**config.mk**
```make
export PLATFORM = sky130hd
export DESIGN_NAME = apb_slave_regfile
export DESIGN_NICKNAME = d
export VERILOG_FILES = /design/src/rtl/apb_slave_pkg.sv /design/src/rtl/apb_regfile_ram.sv /design/src/rtl/apb_slave_regfile.sv
export SDC_FILE = /design/constraint.sdc
export NUM_CORES = 2
export LEC_CHECK = 0
export BUFFER_PORTS_ARGS = -buffer_cell sky130_fd_sc_hd__buf_2
export CELL_PAD_IN_SITES_DETAIL_PLACEMENT = 1
export CELL_PAD_IN_SITES_GLOBAL_PLACEMENT = 1
export CORE_UTILIZATION = 42
export CTS_BUF_LIST = sky130_fd_sc_hd__clkbuf_16
export CTS_CLUSTER_DIAMETER = 120
export DETAILED_ROUTE_END_ITERATION = 10
export HOLD_SLACK_MARGIN = 0.03
export PLACE_DENSITY = 0.71
export SLEW_MARGIN = 5
export SYNTH_ARGS = -nofsm -noshare
export SYNTH_HDL_FRONTEND = slang
export SYNTH_SLANG_ARGS = --single-unit
```
**constraint.sdc**
```tcl
create_clock -name apb_clk -period 2 [get_ports apb_clk]
set_input_delay 0 -clock apb_clk [delete_from_list [all_inputs] [get_ports apb_clk]]
set_output_delay 0 -clock apb_clk [all_outputs]
set_load 0.005 [all_outputs]
```
**src/rtl/apb_slave_pkg.sv**
```systemverilog
// Shared types, widths and address-check helper for the APB register-file completer.
package apb_slave_pkg;

    typedef enum logic [1:0] {
        IDLE = 2'd0,
        WAIT = 2'd1,
        RESP = 2'd2
    } apb_slv_state_t;

    localparam int unsigned ERR_CNT_W  = 16;
    localparam int unsigned WAIT_CNT_W = 4;
    localparam int unsigned CHK_ADDR_W = 64;

    // Flags an address that is misaligned or has any bit set above the word-index field.
    function automatic logic is_bad_addr(input logic [CHK_ADDR_W-1:0] addr,
                                         input int unsigned           addr_lsb,
                                         input int unsigned           idx_top);
        logic bad;
        bad = 1'b0;
        for (int unsigned i = 0; i < CHK_ADDR_W; i++) begin
            if (((i < addr_lsb) || (i >= idx_top)) && addr[i]) begin
                bad = 1'b1;
            end
        end
        return bad;
    endfunction

endpackage

```
**src/rtl/apb_regfile_ram.sv**
```systemverilog
// DEPTH x DW storage: one write port, one registered read port, cleared by reset.
module apb_regfile_ram #(
    parameter int unsigned DW    = 32,
    parameter int unsigned DEPTH = 64
) (
    input  logic                     clk,
    input  logic                     rst_n,
    input  logic                     we,
    input  logic [$clog2(DEPTH)-1:0] waddr,
    input  logic [DW-1:0]            wdata,
    input  logic                     re,
    input  logic [$clog2(DEPTH)-1:0] raddr,
    output logic [DW-1:0]            rdata
);

    logic [DW-1:0] mem [DEPTH];

    // Array update; reset clears every word.
    always_ff @(posedge clk or negedge rst_n) begin
        if (!rst_n) begin
            for (int unsigned i = 0; i < DEPTH; i++) begin
                mem[i] <= '0;
            end
        end else if (we) begin
            mem[waddr] <= wdata;
        end
    end

    // Read register holds data only in the cycle after a read strobe, zero otherwise.
    always_ff @(posedge clk or negedge rst_n) begin
        if (!rst_n) begin
            rdata <= '0;
        end else begin
            rdata <= re ? mem[raddr] : '0;
        end
    end

endmodule

```
**src/rtl/apb_slave_regfile.sv**
```systemverilog
// APB completer: register file with programmable wait states, address error response
// and a saturating error counter.
module apb_slave_regfile
    import apb_slave_pkg::*;
#(
    parameter int unsigned AW_APB      = 32,
    parameter int unsigned DW_APB      = 32,
    parameter int unsigned DEPTH       = 64,
    parameter int unsigned WAIT_CYCLES = 0
) (
    input  logic                 apb_clk,
    input  logic                 sys_aresetn,
    input  logic                 psel,
    input  logic                 penable,
    input  logic                 pwrite,
    input  logic [AW_APB-1:0]    paddr,
    input  logic [DW_APB-1:0]    pwdata,
    output logic                 pready,
    output logic [DW_APB-1:0]    prdata,
    output logic                 pslverr,
    output logic [ERR_CNT_W-1:0] err_count
);

    localparam int unsigned ADDR_LSB = $clog2(DW_APB / 8);
    localparam int unsigned IDX_W    = $clog2(DEPTH);
    localparam int unsigned IDX_TOP  = ADDR_LSB + IDX_W;
    localparam logic [WAIT_CNT_W-1:0] WAIT_LAST = WAIT_CNT_W'(WAIT_CYCLES);
    localparam logic NO_WAIT = (WAIT_CYCLES == 0);

    apb_slv_state_t          state;
    logic [WAIT_CNT_W-1:0]   wait_cnt;
    logic [IDX_W-1:0]        idx;
    logic                    bad_addr;
    logic                    access;
    logic                    resp_enter;
    logic                    ram_we;
    logic                    ram_re;

    assign idx      = paddr[IDX_TOP-1:ADDR_LSB];
    assign bad_addr = is_bad_addr(CHK_ADDR_W'(paddr), ADDR_LSB, IDX_TOP);
    assign access   = psel & penable;

    // Marks the edge that moves the FSM into RESP; the response is captured on that edge.
    always_comb begin
        resp_enter = 1'b0;
        case (state)
            IDLE:    resp_enter = access & ~pready & NO_WAIT;
            WAIT:    resp_enter = access & (wait_cnt == WAIT_LAST);
            default: resp_enter = 1'b0;
        endcase
    end

    assign ram_we = resp_enter &  pwrite & ~bad_addr;
    assign ram_re = resp_enter & ~pwrite & ~bad_addr;

    apb_regfile_ram #(
        .DW    (DW_APB),
        .DEPTH (DEPTH)
    ) u_ram (
        .clk   (apb_clk),
        .rst_n (sys_aresetn),
        .we    (ram_we),
        .waddr (idx),
        .wdata (pwdata),
        .re    (ram_re),
        .raddr (idx),
        .rdata (prdata)
    );

    // Transfer FSM, wait counter, registered response and error counter.
    always_ff @(posedge apb_clk or negedge sys_aresetn) begin
        if (!sys_aresetn) begin
            state     <= IDLE;
            wait_cnt  <= '0;
            pready    <= 1'b0;
            pslverr   <= 1'b0;
            err_count <= '0;
        end else begin
            pready  <= 1'b0;
            pslverr <= 1'b0;
            case (state)
                IDLE: begin
                    if (access && !pready) begin
                        if (NO_WAIT) begin
                            state <= RESP;
                        end else begin
                            state    <= WAIT;
                            wait_cnt <= WAIT_CNT_W'(1);
                        end
                    end
                end
                WAIT: begin
                    if (!access) begin
                        state    <= IDLE;
                        wait_cnt <= '0;
                    end else if (wait_cnt == WAIT_LAST) begin
                        state    <= RESP;
                        wait_cnt <= '0;
                    end else begin
                        wait_cnt <= wait_cnt + WAIT_CNT_W'(1);
                    end
                end
                RESP:    state <= IDLE;
                default: state <= IDLE;
            endcase
            if (resp_enter) begin
                pready  <= 1'b1;
                pslverr <= bad_addr;
                if (bad_addr && (err_count != '1)) begin
                    err_count <= err_count + ERR_CNT_W'(1);
                end
            end
        end
    end

endmodule
```
==> Word-level counts from Yosys, hierarchy flattened <==
Index checks and enable logic that the tools add are counted.
{ "op_classes": {"addsub": 2, "magnitude_cmp": 2, "n_eq_ne": 4, "muxes": 42, "bitwise_logic": 11, "reduce_logical": 8} }
{ "op_table": {"columns": ["op", "count"], "rows": [
  ["$bwmux 2048", 1],
  ["$bmux 32 s6", 1],
  ["$demux 32 s6", 1],
  ["$mux 32", 4],
  ["$mux 1", 28],
  ["$add 16x1->16 const B", 1],
  ["$ne 16x16->1 const B", 1],
  ["$mux 4", 2],
  ["$and 1x1->1", 7],
  ["$ge 7x7->1 const B", 1],
  ["$lt 7x1->1 const B", 1],
  ["$not 6->7", 1],
  ["$mux 2", 3],
  ["$add 4x1->4 const B", 1],
  ["$logic_not 4->1", 1],
  ["$pmux 2 s2", 1],
  ["$reduce_and 2->1", 2],
  ["$logic_and 1x1->1", 3],
  ["$ne 3x3->1 const B", 1],
  ["$not 1->1", 3],
  ["$eq 2x1->1 const B", 1],
  ["$logic_not 2->1", 1],
  ["$ne 2x2->1 const B", 1],
  ["$pmux 1 s2", 1],
  ["$logic_not 1->1", 1]
]} }
{ "totals": {"reg_bits": 2104, "input_bits": 69, "elab_cells": 139} }

==> Logic depth before layout (Yosys ltp) <==
{ "logic_depth": {"depth_word": 29, "ltp_mapped": 12} }

==> Cells and area by module <==
A second synthesis with hierarchy kept.
{ "hier_totals": {"hier_cells": 5981, "hier_area_um2": 95122.5} }
{ "by_module_without_submodules": {"columns": ["module", "instances", "cells_each", "area_each_um2", "seq_area_each_um2"], "rows": [
  ["apb_regfile_ram", 1, 5888, 94060.2, 52049.9],
  ["apb_slave_regfile", 1, 93, 1062.3, 475.5]
]} }

==> Worst setup path after synthesis <==
No wires, ideal clock.
{ "synth_timing": {"kind": "reg-to-reg", "from": "reg err_count[0]", "to": "reg err_count[1]", "arrival_time_ps": 2045, "required_ps": 1875, "setup_slack_ps": -170, "path_stages_with_launch": 6, "n_path_buf": 0, "synth_period_minus_slack_ps": 2170, "path_cell_list": "dfrtp_1 > ha_1 > nand3_1 > or4_1 > o21ai_1 > mux2_2"} }
{ "synth_between": {"elab_chain_cells": 3, "word_cells_on_any_way": 4} }
{ "synth_rtl": {"columns": ["item", "line", "text"], "rows": [
  ["from (decl)", "apb_slave_regfile.sv:21", "output logic [ERR_CNT_W-1:0] err_count"],
  ["from (signal assigned)", "apb_slave_regfile.sv:110", "err_count <= err_count + ERR_CNT_W'(1);"],
  ["parallel branches: the longest is 3 deep, another holds $add 16x1->16", null, null]
]} }
Several ways; the timed one is not identified.
A chain may end at the register's enable or synchronous reset.

==> Worst setup path after layout <==
{ "layout_timing": {"from": "reg pready", "to": "reg u_ram.mem[1470] (netlist bit)"} }
{ "layout_between": {"elab_chain_cells": 5} }
{ "layout_rtl": {"columns": ["item", "line", "text"], "rows": [
  ["from (decl)", "apb_slave_regfile.sv:18", "output logic pready,"],
  ["from (signal assigned)", "apb_slave_regfile.sv:75", "pready <= 1'b0;"],
  ["from (signal assigned)", "apb_slave_regfile.sv:79", "pready <= 1'b0;"],
  ["from (signal assigned)", "apb_slave_regfile.sv:107", "pready <= 1'b1;"],
  ["$not 1->1", "apb_slave_regfile.sv:47", "IDLE: resp_enter = access & ~pready & NO_WAIT;"],
  ["$and 1x1->1", "apb_slave_regfile.sv:47", null],
  ["$pmux 1 s2", "apb_slave_regfile.sv:46", "case (state)"],
  ["named net resp_enter", "apb_slave_regfile.sv:35", "logic resp_enter;"],
  ["$and 1x1->1 (2 in a row)", "apb_slave_regfile.sv:53", "assign ram_we = resp_enter & pwrite & ~bad_addr;"],
  ["to (signal, indexed assignment)", "apb_regfile_ram.sv:25", "mem[waddr] <= wdata;"],
  ["to (decl)", "apb_regfile_ram.sv:16", "logic [DW-1:0] mem [DEPTH];"]
]} }
The timed path passes the listed nets, and every way through them passes these cells.

==> run metrics <==
final worst-path cycle share 124%; CTS Root Cell clkbuf_16; Fmax around 400 MHz; unrepaired setup endpoints after global routing true; worst vdd ir 0.000871 V; GPL Wtd Cong just over 0.9; global-route wire length before repair 574000 um; Layout Skew 0.0515 ns; clk sinks 2099; Slew headroom less than 1%; area occupied by multi-input gates 40100 sq um; yosys warns 0; Arrival @ worst endpoint 3.26 ns; TritonCTS clock tree done; CTS buffer count 224; gr usage total 35.2%; Seq/Total Area, Yosys 55.4%; H-Tree Depth 4; core area 225000 sq um; worst path cell trace and4bb_2 > nand4_1 > buf_12 > nor2_4 > buf_6 > buf_4 > nand2_2 > buf_12 > mux2_2; io pins between 100 and 150; failing checks negative setup slack; Max Slew Vio Count 0; Seq. cell area 52500 sq um; leakage power 58.9 nW; Via density 6.64; worst slew pin tran 1.50 ns; wire per inst just under 40 um; critical path class reg2reg; Clock transition at path regs 0.07 ns; Synth Cell Area 94900 sq um; largest net degree at the start of global routing 109; slowest cell on the critical path dfrtp_1; Non-Filler Instances around 11k; worst path required time between 2 and 3 ns; Post-DRT Antenna Nets 0; Detailed Place HPWL about 250000 um; via count 70.8k; crit path time final ~2.5 ns; Area Growth Syn to Fin 23.5%; # nets final 7536; syn_area_per_cell 14.0 sq um; pwr dens 774 nW/um^2; Chip Height 477 um; later-pin clock latency in the skew report 0.92 ns; number of flops mapped to enable cells by yosys 0; Remaining Overflow, GRT 0; vias in the first global route between 70k and 80k; post-synthesis register bit count 2099; Max Cap Viol 0; Mapped Cells 6786; most used cell, CP buf_12; Synth Flop Type dfrtp_1; DR iter-0 viols 8508; # setup viols final 2083; max incr delay on CP 0.39 ns; status finished with violations; Total Power just over 90 mW; critical path launch point type flop; synth unique cells 72; Placed Instances 10.1k; Initial Util 42.2%; layout cells sized above 1 51.6%; drt pass-1 iters 6; HP Class in2reg; # rows around 170; Net Count, Synth 6856; port bufs roughly 120; Die Wd 477 um; antenna violations before repair 16; worst-path maximum fanout 20; worst setup margin -0.487 ns; WL final 421000 um; DRC Markers 0; final hold viol count 0; CP endpoint kind flop; die area 228000 sq um; Longest Clk Path Bufs 3; WHS ~0.085 ns; Filler Cell Count between 20k and 25k; asr flop ratio synth 100%
flip-flops by register name (all words and copies together) (netlist names):
register,count
pslverr,1
state,1
u_ram.mem,2048
u_ram.rdata,32
pready,1
err_count,16
final timing paths:
kind	start	endpoint	slack, ns	cells past startpoint
setup / recovery	pready	u_ram.mem[1470]	-0.49	9
hold / removal	paddr[8]	err_count[1]	0.09	7
setup reg to reg	pready	u_ram.mem[1470]	-0.49	9
hold reg to reg	err_count[7]	err_count[7]	0.50	1
max in group asynchronous	sys_aresetn	u_ram.mem[438]	0.52	6
min in group asynchronous	sys_aresetn	u_ram.mem[629]	0.40	4
cell type report:
type                       count  area share, %
antenna                        7         0.0150
clock buffer                 226           4.83
clock inverter               188           1.11
inverter                       8         0.0363
multi-input combinational   3974           34.3
sequential                  2099           44.8
tap                         2992           3.20
timing repair buffer        1159           11.7
cells in the mapped netlist (all sizes together), types with 5 or more instances:
library cell,n,area (sq um)
a2111oi,11,103
a211oi,21,158
a21oi,101,505
a221o,18,180
a221oi,48,420
a222oi,11,110
a22o,5,43.8
a22oi,47,353
a2bb2oi,35,307
a31oi,5,31.3
and3,5,31.3
and4,6,52.6
buf,428,2310
clkbuf,277,1040
dfrtp,2099,52500
inv,8,30.0
mux2,2268,25500
mux2i,160,1600
mux4,131,2950
nand2,181,679
nand2b,9,56.3
nand3,11,55.1
nor2,147,552
nor2b,17,106
nor3,7,35.0
nor4,23,144
o211ai,9,67.6
o21ai,106,531
o221ai,167,1460
o22a,14,123
o22ai,328,2050
or4,5,37.5
xnor2,9,78.8
xor2,6,52.6
cells by family after synthesis:
kind of cell,share of synthesized area (%)
compound gates,7.15
xor+xnor,0.138
fa+ha+maj,0.0132
buf+inv,3.57
flops,55.4
mux,31.7
simple gates,2.04
power breakdown:
part	switching (mW)	leakage (nW)	internal, mW	total (mW)
combinational	5.13	25.9	2.40	7.53
clock	18.6	3.62	21.9	40.5
sequential	0.0411	29.3	42.5	42.6
placed cells by master (no fill, tap or decap), types with 36 or more instances in the layout:
cell and instances:
a22oi_1 47, o22ai_1 328, inv_1 62, a21oi_1 101, buf_16 44, buf_4 605, nor2_1 131, clkbuf_16 251
a221oi_1 46, clkinv_2 36, nand2_1 113, buf_2 114, dlygate4sd3_1 47, mux2_2 2262, o221ai_1 165, clkinv_1 63
dfrtp_1 2099, mux2i_1 160, o21ai_0 104, buf_12 294, mux4_2 131
worst max-delay path: cells and delay by family, from the launching register on:
family	cells	cell delay, ns
buffers and inverters	4	0.76
DFF	1	0.39
muxes	1	0.35
and+or+nand+nor	4	0.74
what timing repair did:
action | in CTS | in global routing
resized for setup | 253 | 63
hold endpoints to repair | 3919 | 0
setup endpoints to repair | 2081 | 2094
pin swaps | 18 | 6
hold buffers | 48 | 0
setup buffers | 42 | 15
gates cloned | 45 | 28
per-stage QoR:
stage / instance area, sq um / setup TNS [ns] / worst slack [ns] / utilization [%]
floorplan: 94900 / -108.42 / -0.0565 / -
global placement: 106000 / -481.59 / -1.21 / 47.1
detailed placement: 106000 / -664.88 / -1.22 / 47.1
CTS: 116000 / -481.88 / -0.372 / 51.7
global route: 117000 / -778.71 / -0.504 / 52.1
finish: 117000 / -663.59 / -0.487 / 52.1
routing by layer:
| layer | track usage (%) | share of wire, % | vias up |
|---|---|---|---|
| li1 | - | - | 26700 |
| met2 | 52.1 | 44 | 4667 |
| met3 | 9.73 | 11 | 1672 |
| met5 | 0 | 0.028 | - |
| met1 | 44.1 | 37 | 37800 |
| met4 | 25.8 | 8.8 | 16 |
Note: power is estimated with default switching activity, not from simulation.
